**config.mk**
```make
export PLATFORM = sky130hd
export DESIGN_NAME = pipe_hazard_ctrl
export DESIGN_NICKNAME = d
export VERILOG_FILES = /design/src/rtl/pipe_hazard_ctrl.sv
export SDC_FILE = /design/constraint.sdc
export NUM_CORES = 1
export LEC_CHECK = 0
export CAP_MARGIN = 20
export CELL_PAD_IN_SITES_DETAIL_PLACEMENT = 1
export CELL_PAD_IN_SITES_GLOBAL_PLACEMENT = 2
export CORE_MARGIN = 2
export CORE_UTILIZATION = 31
export CTS_CLUSTER_DIAMETER = 200
export DETAILED_ROUTE_END_ITERATION = 6
export GPL_TIMING_DRIVEN = 0
export PLACE_DENSITY_LB_ADDON = 0.3
export SYNTH_ARGS = -nofsm -noshare
export SYNTH_HDL_FRONTEND = slang
export SYNTH_SLANG_ARGS = --single-unit
```
**constraint.sdc**
```tcl
create_clock -name clk -period 1.53 [get_ports clk]
set_input_delay 0.2295 -clock clk [delete_from_list [all_inputs] [get_ports clk]]
set_output_delay 0.2295 -clock clk [all_outputs]
set_load 0.05 [all_outputs]
```
**src/rtl/pipe_hazard_ctrl.sv**
```systemverilog
// Hazard/forwarding controller: tracks EX/MEM/WB occupants, drives forwarding selects, load-use stall and flush strobes.
// Latency: strobes and fwd_sel are combinational (zero cycles); scoreboard and counters update on the next clock edge.
// Backpressure: ext_stall freezes scoreboard and counters and forces every strobe low; fwd_sel keeps following the EX entry.
module pipe_hazard_ctrl #(
    parameter int REG_AW   = 5,
    parameter int NREAD    = 2,
    parameter int BR_STAGE = 3,
    parameter int CNT_W    = 16
) (
    input  logic                    clk,
    input  logic                    rst,
    input  logic                    ext_stall,
    input  logic                    id_valid,
    input  logic [NREAD*REG_AW-1:0] id_rs,
    input  logic [NREAD-1:0]        id_rs_used,
    input  logic                    id_wr_en,
    input  logic [REG_AW-1:0]       id_wr_idx,
    input  logic                    id_is_load,
    input  logic                    br_taken,
    output logic                    stall_if_id,
    output logic                    if_id_flush,
    output logic                    id_ex_flush,
    output logic                    ex_mem_flush,
    output logic [2*NREAD-1:0]      fwd_sel,
    output logic [CNT_W-1:0]        stall_cnt,
    output logic [CNT_W-1:0]        flush_cnt
);

    // Branches resolving in MEM also kill the instruction moving EX->MEM.
    localparam bit BR_IN_MEM = (BR_STAGE == 3);

    // EX needs operand indices for forwarding; older stages only ever act as producers,
    // so they carry just the fields that decide whether and what they write.
    typedef struct packed {
        logic                    valid;
        logic                    wr_en;
        logic [REG_AW-1:0]       wr_idx;
        logic                    is_load;
        logic [NREAD*REG_AW-1:0] rs;
        logic [NREAD-1:0]        rs_used;
    } ex_ent_t;

    typedef struct packed {
        logic              valid;
        logic              wr_en;
        logic [REG_AW-1:0] wr_idx;
        logic              is_load;
    } mem_ent_t;

    typedef struct packed {
        logic              valid;
        logic              wr_en;
        logic [REG_AW-1:0] wr_idx;
    } wb_ent_t;

    ex_ent_t          ex_q, ex_d;
    mem_ent_t         mem_q, mem_d;
    wb_ent_t          wb_q, wb_d;
    logic [CNT_W-1:0] stall_cnt_q, stall_cnt_d;
    logic [CNT_W-1:0] flush_cnt_q, flush_cnt_d;

    logic ex_wr, mem_wr, wb_wr;
    logic rs_hit;
    logic lu;

    // A stage is a producer only when it writes a register other than r0.
    always_comb begin
        ex_wr  = ex_q.valid  & ex_q.wr_en  & (ex_q.wr_idx  != '0);
        mem_wr = mem_q.valid & mem_q.wr_en & (mem_q.wr_idx != '0);
        wb_wr  = wb_q.valid  & wb_q.wr_en  & (wb_q.wr_idx  != '0);
    end

    // Load-use: ID reads the register a load in EX has not produced yet.
    always_comb begin
        rs_hit = 1'b0;
        for (int p = 0; p < NREAD; p++) begin
            if (id_rs_used[p] && (id_rs[p*REG_AW +: REG_AW] == ex_q.wr_idx)) begin
                rs_hit = 1'b1;
            end
        end
        lu = id_valid & ex_wr & ex_q.is_load & rs_hit;
    end

    // Strobe priority: freeze, then redirect, then load-use bubble.
    always_comb begin
        stall_if_id  = 1'b0;
        if_id_flush  = 1'b0;
        id_ex_flush  = 1'b0;
        ex_mem_flush = 1'b0;
        if (!ext_stall) begin
            if (br_taken) begin
                if_id_flush  = 1'b1;
                id_ex_flush  = 1'b1;
                ex_mem_flush = BR_IN_MEM;
            end else if (lu) begin
                stall_if_id = 1'b1;
                id_ex_flush = 1'b1;
            end
        end
    end

    // Per-port operand source for the EX instruction; the younger producer (MEM) wins,
    // except a load still in MEM, whose data does not exist yet.
    always_comb begin
        fwd_sel = '0;
        for (int p = 0; p < NREAD; p++) begin
            if (ex_q.valid && ex_q.rs_used[p]) begin
                if (mem_wr && !mem_q.is_load && (mem_q.wr_idx == ex_q.rs[p*REG_AW +: REG_AW])) begin
                    fwd_sel[2*p +: 2] = 2'd1;
                end else if (wb_wr && (wb_q.wr_idx == ex_q.rs[p*REG_AW +: REG_AW])) begin
                    fwd_sel[2*p +: 2] = 2'd2;
                end
            end
        end
    end

    // Scoreboard advance: shift occupants down, inserting bubbles where instructions are killed.
    always_comb begin
        ex_d  = ex_q;
        mem_d = mem_q;
        wb_d  = wb_q;
        if (!ext_stall) begin
            wb_d.valid   = mem_q.valid;
            wb_d.wr_en   = mem_q.wr_en;
            wb_d.wr_idx  = mem_q.wr_idx;

            mem_d.valid   = ex_q.valid & ~(br_taken & BR_IN_MEM);
            mem_d.wr_en   = ex_q.wr_en;
            mem_d.wr_idx  = ex_q.wr_idx;
            mem_d.is_load = ex_q.is_load;

            ex_d.valid   = id_valid & ~br_taken & ~lu;
            ex_d.wr_en   = id_wr_en;
            ex_d.wr_idx  = id_wr_idx;
            ex_d.is_load = id_is_load;
            ex_d.rs      = id_rs;
            ex_d.rs_used = id_rs_used;
        end
    end

    // Saturating event counters; a flush outranks a coincident stall.
    always_comb begin
        stall_cnt_d = stall_cnt_q;
        flush_cnt_d = flush_cnt_q;
        if (!ext_stall) begin
            if (br_taken) begin
                if (flush_cnt_q != '1) flush_cnt_d = flush_cnt_q + 1'b1;
            end else if (lu) begin
                if (stall_cnt_q != '1) stall_cnt_d = stall_cnt_q + 1'b1;
            end
        end
    end

    // State registers; reset empties the scoreboard so a held stall is forgotten.
    always_ff @(posedge clk or negedge rst) begin
        if (!rst) begin
            ex_q        <= '0;
            mem_q       <= '0;
            wb_q        <= '0;
            stall_cnt_q <= '0;
            flush_cnt_q <= '0;
        end else begin
            ex_q        <= ex_d;
            mem_q       <= mem_d;
            wb_q        <= wb_d;
            stall_cnt_q <= stall_cnt_d;
            flush_cnt_q <= flush_cnt_d;
        end
    end

    assign stall_cnt = stall_cnt_q;
    assign flush_cnt = flush_cnt_q;

endmodule

```
## After elaboration in Yosys (flattened, before gate mapping)

Index checks and enable logic that the tools add are counted.

- Word-level logic and storage cells: 70
- Input bits: 24
- Flip-flop bits (word level): 67
- Output and inout bits: 40

- Reduce and logical (&&, ||, !) cells: 15
- Mux-type cells: 15
- Equality and inequality tests: 8
- Bitwise logic cells: 15
- $add $sub $neg: 2

Operator list:

| operator | number |
|---|---|
| 16-bit by 1-bit adder with 16-bit output, second input constant | 2 |
| 16-bit inequality test, second input constant | 2 |
| 5-bit == test | 6 |
| 5-bit nonzero test | 3 |
| 1-bit bitwise AND | 12 |
| 2-bit two-way mux | 6 |
| 1-bit logical AND | 9 |
| 1-bit two-way mux | 9 |
| 4-bit AND reduction | 1 |
| 1-bit inverter | 3 |
| 3-bit AND reduction | 1 |
| 1-bit zero test | 1 |

## Logic depth before layout (Yosys ltp)

- Depth after elaboration: 8
- Gate-level depth with buffers: 6
- Gate-level depth less buffers: 6

## Worst setup path after synthesis

Ideal clock, no wire load.

- Path type: register -> output
- From: register mem_q[2] (netlist bit)
- To: output fwd_sel[1]
- Arrival time: 2297 ps
- Stages on the path, launching flop included: 5
- Required time: 1300 ps
- Path buffers: 0
- Slack: -996 ps
- Cells stage by stage: dfrtp_1 -> or4_1 -> o21ai_0 -> nor4_1 -> nor3_1

- Word-level cells in the longest chain between the ends: 6
- Elaborated cells on any way between the ends: 7
- Classes of those cells: eq/ne (1); mux (2); bitwise (1); reduce/logical (3)

Ends and longest elaborated chain:

| item | RTL line | source |
|---|---|---|
| start: declaration | 57 | `mem_ent_t mem_q, mem_d;` |
| start signal: assignment | 164 | `mem_q <= mem_d;` |
| 5-bit nonzero test | 69 | `mem_wr = mem_q.valid & mem_q.wr_en & (mem_q.wr_idx != '0);` |
| 1-bit bitwise AND | 69 |  |
| 1-bit logical AND | 108 | `if (mem_wr && !mem_q.is_load && (mem_q.wr_idx == ex_q.rs[p*REG_AW +: REG_AW])) begin` |
| 1-bit logical AND (*) | 108 |  |
| 2-bit two-way mux (*) | 108 |  |
| 2-bit two-way mux (*) | 107 | `if (ex_q.valid && ex_q.rs_used[p]) begin` |
| end: declaration | 24 | `output logic [2*NREAD-1:0] fwd_sel,` |

Mark *: on every way between the ends. The rest lies on a longest branch, timed or not.

## Final worst setup path

- From: register mem_q[2] (netlist bit)
- To: output fwd_sel[2]

The elaborated chain is that of the path after synthesis.

==> run_results.csv <==
group,metric,value,unit
outcome,outcome,"complete, but fails checks",
outcome,violations,"setup timing",
min_path,holdPathStages,2,
clock_tree,clock-root-buffer,"clkbuf_8",
floorplan,core,10400,um^2
sta,setup_viol,35,
synthesis,ys_seq_area_share,50.5,%
sta,finClkSkew,0.0121,ns
clock_tree,htree_levels,3,
power,power.density,1060,nW/um^2
synthesis,ys_types,42,
clock_tree,numCtsBuffers,9,
grt,track_usage,17.1,%
placement,place_hpwl,6200,um
sta,period_share,141,%
synthesis,synth.area.top_cells,"dfrtp_1 (51%), mux2_2 (12%), xnor2_1 (8.2%)",
synthesis,ys.flop_type,"dfrtp_1",
synthesis,yosysWarningCount,0,
detailed_routing,routed_wl,9360,um
sta,setup_slack,-0.631,ns
synthesis,syn-num-nets,311,
synthesis,synth_top_area_share,50.5,%
placement,postPlaceCellArea,4320,um^2
worst_setup_path,cpMaxStageDelayCell,"or4_4",
synthesis,netlist.top_cell.by_area,"dfrtp_1",
sta,max_freq,0.463,GHz
grt,overflow,0,
clock_tree,cts.reportedPaths.clkPinSlew,0.07,ns
worst_setup_path,critPathKind,"register to primary output",
worst_setup_path,crit_fanout,3,
final_layout,diodes,0,
worst_setup_path,end_kind,"primary output",
worst_setup_path,cp.arrival,1.93,ns
sta,hold_violations,0,
detailed_routing,drtAntennaViolNets,0,
grt,grt_pass1_vias,2890,
detailed_routing,drtPass1Iterations,4,
run,drv_cap,0,
clock_tree,clockBufferDepth,2,
floorplan,die_area,11600,um^2
sta,tns,-8.27,ns
clock_tree,cts_tree,"built",
worst_setup_path,cp.required,1.30,ns
sta,final.min_clock_period,2.16,ns
detailed_routing,vias_per_cell,4.85,
final_layout,final_util,51.2,%
clock_tree,clock-sinks,67,
detailed_routing,first_iter_violations,70,
synthesis,synth_seq_cells,67,
synthesis,async_reset_ff_share,100,%
detailed_routing,drc,0,
min_path,hold_path_class,"input pin to register",
floorplan,start_util,32.0,%
sta,tightest_slew,0.646,ns
synthesis,synth-edff-count,0,
synthesis,netlist_area,3320,um^2
placement,portBuffers,63,
final_layout,fin_nets,431,
detailed_routing,num_vias,2646,
worst_setup_path,path_cells,"or4_4 -> o21ai_4 -> nor4_4 -> and3_4 -> buf_8",
floorplan,placement_rows,37,
synthesis,avgSynthCellArea,11.6,um^2
sta,rsz0062_at_grt,"yes",
clock_tree,clkLatencyLatePin,0.34,ns
floorplan,io-pin-count,64,
power,total_power,0.00564,W
final_layout,area_growth,59.9,%
floorplan,fp.dieW,107,um
sta,final_max_slew_viol_count,0,
power,peakVddDrop,0.000932,V
power,leakagePower,2.41,nW
floorplan,die_y,107,um
worst_setup_path,slowest_delay,0.55,ns
grt,antenna_found_initial,0,
grt,grt_pass1_wl,15100,um
sta,slew_headroom,56.9,%
synthesis,synthCells,285,
worst_setup_path,critPathLaunchType,"register",
final_layout,fin_area,5310,um^2
worst_setup_path,r2r.worst_path.cells,8,
detailed_routing,avgRoutedWirePerCell,17.1,um
final_layout,drive_gt1_share,57.8,%
placement,place_congestion,0.817,
grt,grt_max_degree,68,
[power breakdown]
| part | leakage [nW] | internal, W | switching, W |
|---|---|---|---|
| registers | 0.801 | 0.00198 | 0.000269 |
| clock network | 0.133 | 0.00121 | 0.000695 |
| logic | 1.48 | 0.000702 | 0.000777 |
[critical path: cells and delay by family, from the launching register on]
kind	cells	cell delay (ns)
AND/OR/NAND/NOR	3	0.81
buffers and inverters	1	0.14
flip-flops	1	0.42
AO/OA/AOI/OAI	1	0.22
[final cells by class]
cell class,instances,area [um^2]
Buffer,7,48.8
Clock buffer,12,165
Clock inverter,4,95.1
Fill cell,1088,5060
Inverter,5,18.8
Multi-Input combinational cell,206,2090
Sequential cell,67,1720
Tap cell,136,170
Timing Repair Buffer,109,1000
[synthesized netlist by cell type (2+ instances only)]
library cell,number
and2_1,2
nand2_1,17
and3_1,7
o211ai_1,2
nand3_1,14
a21oi_1,3
dfrtp_1,67
ha_1,2
nor3_2,3
nor3_1,10
xnor2_1,31
nand2b_1,2
mux2_2,34
nand4_1,14
or4_1,2
buf_1,4
nor2_1,9
inv_1,5
xor2_1,27
o21ai_0,2
and4_1,3
nor4_1,4
buf_4,2
[state kept, by name, summed over array words and instances (netlist names)]
register,flops
wb_q,7
ex_q,20
flush_cnt,16
mem_q,8
stall_cnt,16
[cell usage in the layout (no fill, tap or decap), drive strengths merged]
| cell type | n |
|---|---|
| and3 | 8 |
| o21ai | 2 |
| a32o | 1 |
| inv | 5 |
| o31a | 1 |
| and2 | 2 |
| nor3 | 13 |
| clkinv | 1 |
| nor3b | 1 |
| dfrtp | 67 |
| dlygate4sd3 | 1 |
| nand3 | 14 |
| dlygate4sd2 | 5 |
| or4b | 1 |
| and4 | 5 |
| nand2 | 18 |
| clkdlybuf4s50 | 19 |
| o22ai | 1 |
| clkdlybuf4s15 | 20 |
| a211oi | 1 |
| a21oi | 3 |
| a21o | 2 |
| o22a | 1 |
| clkbuf | 20 |
| xnor2 | 31 |
| nor2b | 1 |
| nand4 | 14 |
| xor2 | 27 |
| nor4 | 4 |
| nand2b | 2 |
| buf | 63 |
| bufinv | 3 |
| o21a | 1 |
| or4 | 2 |
| o211ai | 2 |
| or2 | 2 |
| ha | 2 |
| nor2 | 9 |
| mux2 | 35 |
[logic make-up (layout without fill, tap and decap cells)]
group	count (synthesis)	count (layout)	share of synthesized area [%]
DFF	67	67	50.5
adders and majority gates	2	2	0.754
and+or+nand+nor	96	96	16.3
xor gates and xnor gates	58	58	15.3
AOI/OAI and AO/OA	15	15	3.51
buffers and inverters	12	137	1.62
muxes	35	35	12.0
[per-stage QoR]
step	hold WS [ns]	worst slack (ns)	instances
2_1_floorplan	-0.0661	-0.294	285
3_3_place_gp	0.461	-2.52	484
3_5_place_dp	0.271	-1.41	485
4_1_cts	0.338	-0.693	538
5_1_grt	0.351	-0.722	546
6_report	0.343	-0.631	546
[final timing paths]
check | slack (ns) | to | from
max | -0.63 | fwd_sel[2] | mem_q[2]$_DFFE_PN0N_
min | 0.34 | ex_q[19]$_DFFE_PN0N_ | id_valid
max reg2reg | -0.29 | stall_cnt[1]$_DFFE_PN0P_ | ex_q[18]$_DFFE_PN0N_
min reg2reg | 0.48 | stall_cnt[9]$_DFFE_PN0P_ | stall_cnt[9]$_DFFE_PN0P_
max in group asynchronous | 0.78 | stall_cnt[5]$_DFFE_PN0P_ | rst
min in group asynchronous | 0.42 | ex_q[7]$_DFFE_PN0N_ | rst
[timing repair]
item | 4_1_cts | 5_1_grt
buffers inserted | 41 | 12
cloned | 1 | 0
hold endpoints to repair | 67 | 0
hold buffers | 1 | 0
resized for setup | 198 | 44
endpoints found under the setup margin | 85 | 52
pin swaps | 50 | 29
[per-layer routing]
metal / part of all wire (%) / track usage, %
met1: 44 / 22.3
met3: 3.0 / 2.78
met4: 1.3 / 6.14
met5: 0 / 0
met2: 51 / 28.7
No activity file was read; power rests on OpenSTA's default activity.
==> patch, RTL diff (config.mk and constraints unchanged) <==
Set the parameter `REG_AW` to 4 (it was 5).
--- a/src/rtl/pipe_hazard_ctrl.sv
+++ b/src/rtl/pipe_hazard_ctrl.sv
@@ -3,5 +3,5 @@
 // Backpressure: ext_stall freezes scoreboard and counters and forces every strobe low; fwd_sel keeps following the EX entry.
 module pipe_hazard_ctrl #(
-    parameter int REG_AW   = 5,
+    parameter int REG_AW   = 4,
     parameter int NREAD    = 2,
     parameter int BR_STAGE = 3,
Ports: changed (resized id_rs and id_wr_idx); port bits go from 64 to 61. No check against the original RTL was run, so the function may have changed too.
==> patch against the unedited design <==
  * The run ends with negative hold slack, negative setup slack left
  * Synthesized area down 7.0%
  * Non-clock buffer count down 8
  * Clock skew down 0.0024 ns
  * Global-route usage up 0.058 points
  * Routed wire length down 5.4%
  * Setup slack better by 0.12 ns
  * Power down 12%
  * Die area down 6.8%
  * Sequential cell count down 5
  * Design area down 9.8%
  * Sequential power down 6%
  * Critical path type unchanged
==> patch: results (changes against the unedited design) <==
| Metric | Value |
|---|---|
| Final hold vios | `28 (was 0)` |
| First-pass GRT wire length | `14,500 um (was 15,100 um)` |
| Hold WS | `-0.0144 ns (was 0.343 ns)` |
| Compound-Gate Fraction of Synth Area | `0.0211 (was 0.0351)` |
| Post-Place Setup Slack | `-1.26 ns (was -1.41 ns)` |
| Max VDD drop | `0.000851 V (was 0.000932 V)` |
| Final GP Congestion | `0.734 (was 0.817)` |
| Vias in the first global route | `2,728 (was 2,890)` |
| Worst-Margin Slew | `0.808 ns (was 0.646 ns)` |
| Synth area leaders | `dfrtp_1, mux2_2, xnor2_1 (unchanged)` |
| Min-delay worst type | `input pin to asynchronous set/reset pin (was input pin to flop)` |
| Via count | `2,555 (was 2,646)` |
| Syn Nets | `293 (was 311)` |
| Synth cell types | `36 (was 42)` |
| Layout cells sized above 1 | `0.573 (was 0.578)` |
| Post-Route Setup TNS | `-6.57 ns (was -8.27 ns)` |
| CP max stage cell | `dfrtp_2 (was or4_4)` |
| Slowest stage delay, CP | `0.46 ns (was 0.55 ns)` |
| Placed Area | `4040 um^2 (was 4320 um^2)` |
| Clk_skew | `0.00978 ns (was 0.0121 ns)` |
| Final #Nets | `404 (was 431)` |
| Met1 usage | `0.217 (was 0.223)` |
| Multiplexer share of the synthesized area | `0.109 (was 0.120)` |
| Adder-cell share of the synthesized area | `0.00811 (was 0.00754)` |
| I/O Buffers | `59 (was 63)` |
| GR Util met3 | `0.0459 (was 0.0278)` |
| Violated checks | `negative hold slack, negative setup slack (was negative setup slack)` |
| # setup viols final | `30 (was 35)` |
| P_int | `3.28 mW (was 3.90 mW)` |
| R2r startpoint | `ex_q[11] (was ex_q[18])` |
| Status | `complete, but fails checks (unchanged)` |
| DR iter-0 viols | `66 (was 70)` |
| Layout fillers | `1,063 (was 1,088)` |
| Signal arrival time at the worst endpoint | `1.81 ns (was 1.93 ns)` |
| CP Max Fanout | `5 (was 3)` |
| Worst Setup SP | `ex_q[12] (was mem_q[2])` |
| Sequential cell area fraction in the yosys report | `0.503 (was 0.505)` |
| Max reg flops | `17 (was 20)` |
| Reg2reg path depth | `9 (was 8)` |
| P_leak | `2.02 nW (was 2.41 nW)` |
| Routed len/inst | `17.1 um (about the same)` |
| Pin count of the biggest net entering global routing | `63 (was 68)` |
| Setup ws final | `-0.511 ns (was -0.631 ns)` |
==> patch: final timing paths <==
| kind | end | slack [ns] |
|---|---|---|
| worst min-delay path | flush_cnt[6] | -0.01 |
| min in group clk | wb_q[0] | 0.36 |
| worst max register to register | stall_cnt[2] | -0.29 |
| worst min register to register | stall_cnt[6] | 0.47 |
| max in group asynchronous | stall_cnt[1] | 0.96 |
| worst max-delay path | id_ex_flush | -0.51 |
==> patch: stage by stage <==
step	util	cells
5_1_grt	0.492	519
3_5_place_dp	0.416	462
6_report	0.492	519
4_1_cts	0.474	498
2_1_floorplan	-	270
3_3_place_gp	0.416	462
==> patch: final cells by class <==
class / instances / share of cell area
inverters: 2 / 0.00157
flip-flops and latches: 62 / 0.333
well taps: 133 / 0.0348
multi-input cells: 198 / 0.400
clock buffers: 12 / 0.0324
plain buffers: 7 / 0.00888
clock inverters: 4 / 0.00941
repair buffers: 101 / 0.181
==> patch: cell families after synthesis <==
family / count (synthesis)
and+or+nand+nor: 105
DFF: 62
AOI/OAI and AO/OA: 9
buffers and inverters: 10
adders and majority gates: 2
xor gates and xnor gates: 52
muxes: 30
==> patch: power by group through the flow <==
stage               logic [mW]  clock network (mW)  registers (mW)
global placement          1.08                   0            2.14
finish                    1.38                1.49            2.11
detailed placement        1.11                   0            2.14
CTS                       1.31                1.53            2.11
global route              1.48                1.61            2.14
floorplan                0.442                   0            2.37
==> patch: repair_timing <==
action,in CTS,in global routing
pin swaps,43,19
buffers inserted,20,21
cloned,1,0
gates resized for setup,159,41
endpoints found under the setup margin,68,60
==> patch: worst reg2reg max path, cell delays in order (launching register included) <==
cell	delay, ns
dfrtp_2	0.44
xor2_1	0.19
nor3b_2	0.20
nand4_1	0.16
nand2_2	0.11
buf_6	0.11
buf_4	0.12
buf_6	0.12
nand4_1	0.11
xnor2_1	0.15
==> patch: metal layers <==
| metal | share of wire | vias to the layer above | wire length, um |
|---|---|---|---|
| li1 | - | 1187 | - |
| met1 | 0.44 | 1311 | 3930 |
| met2 | 0.51 | 52 | 4510 |
| met3 | 0.040 | 5 | 358 |
| met4 | 0.0069 | 0 | 61 |
| met5 | 0 | - | 0 |
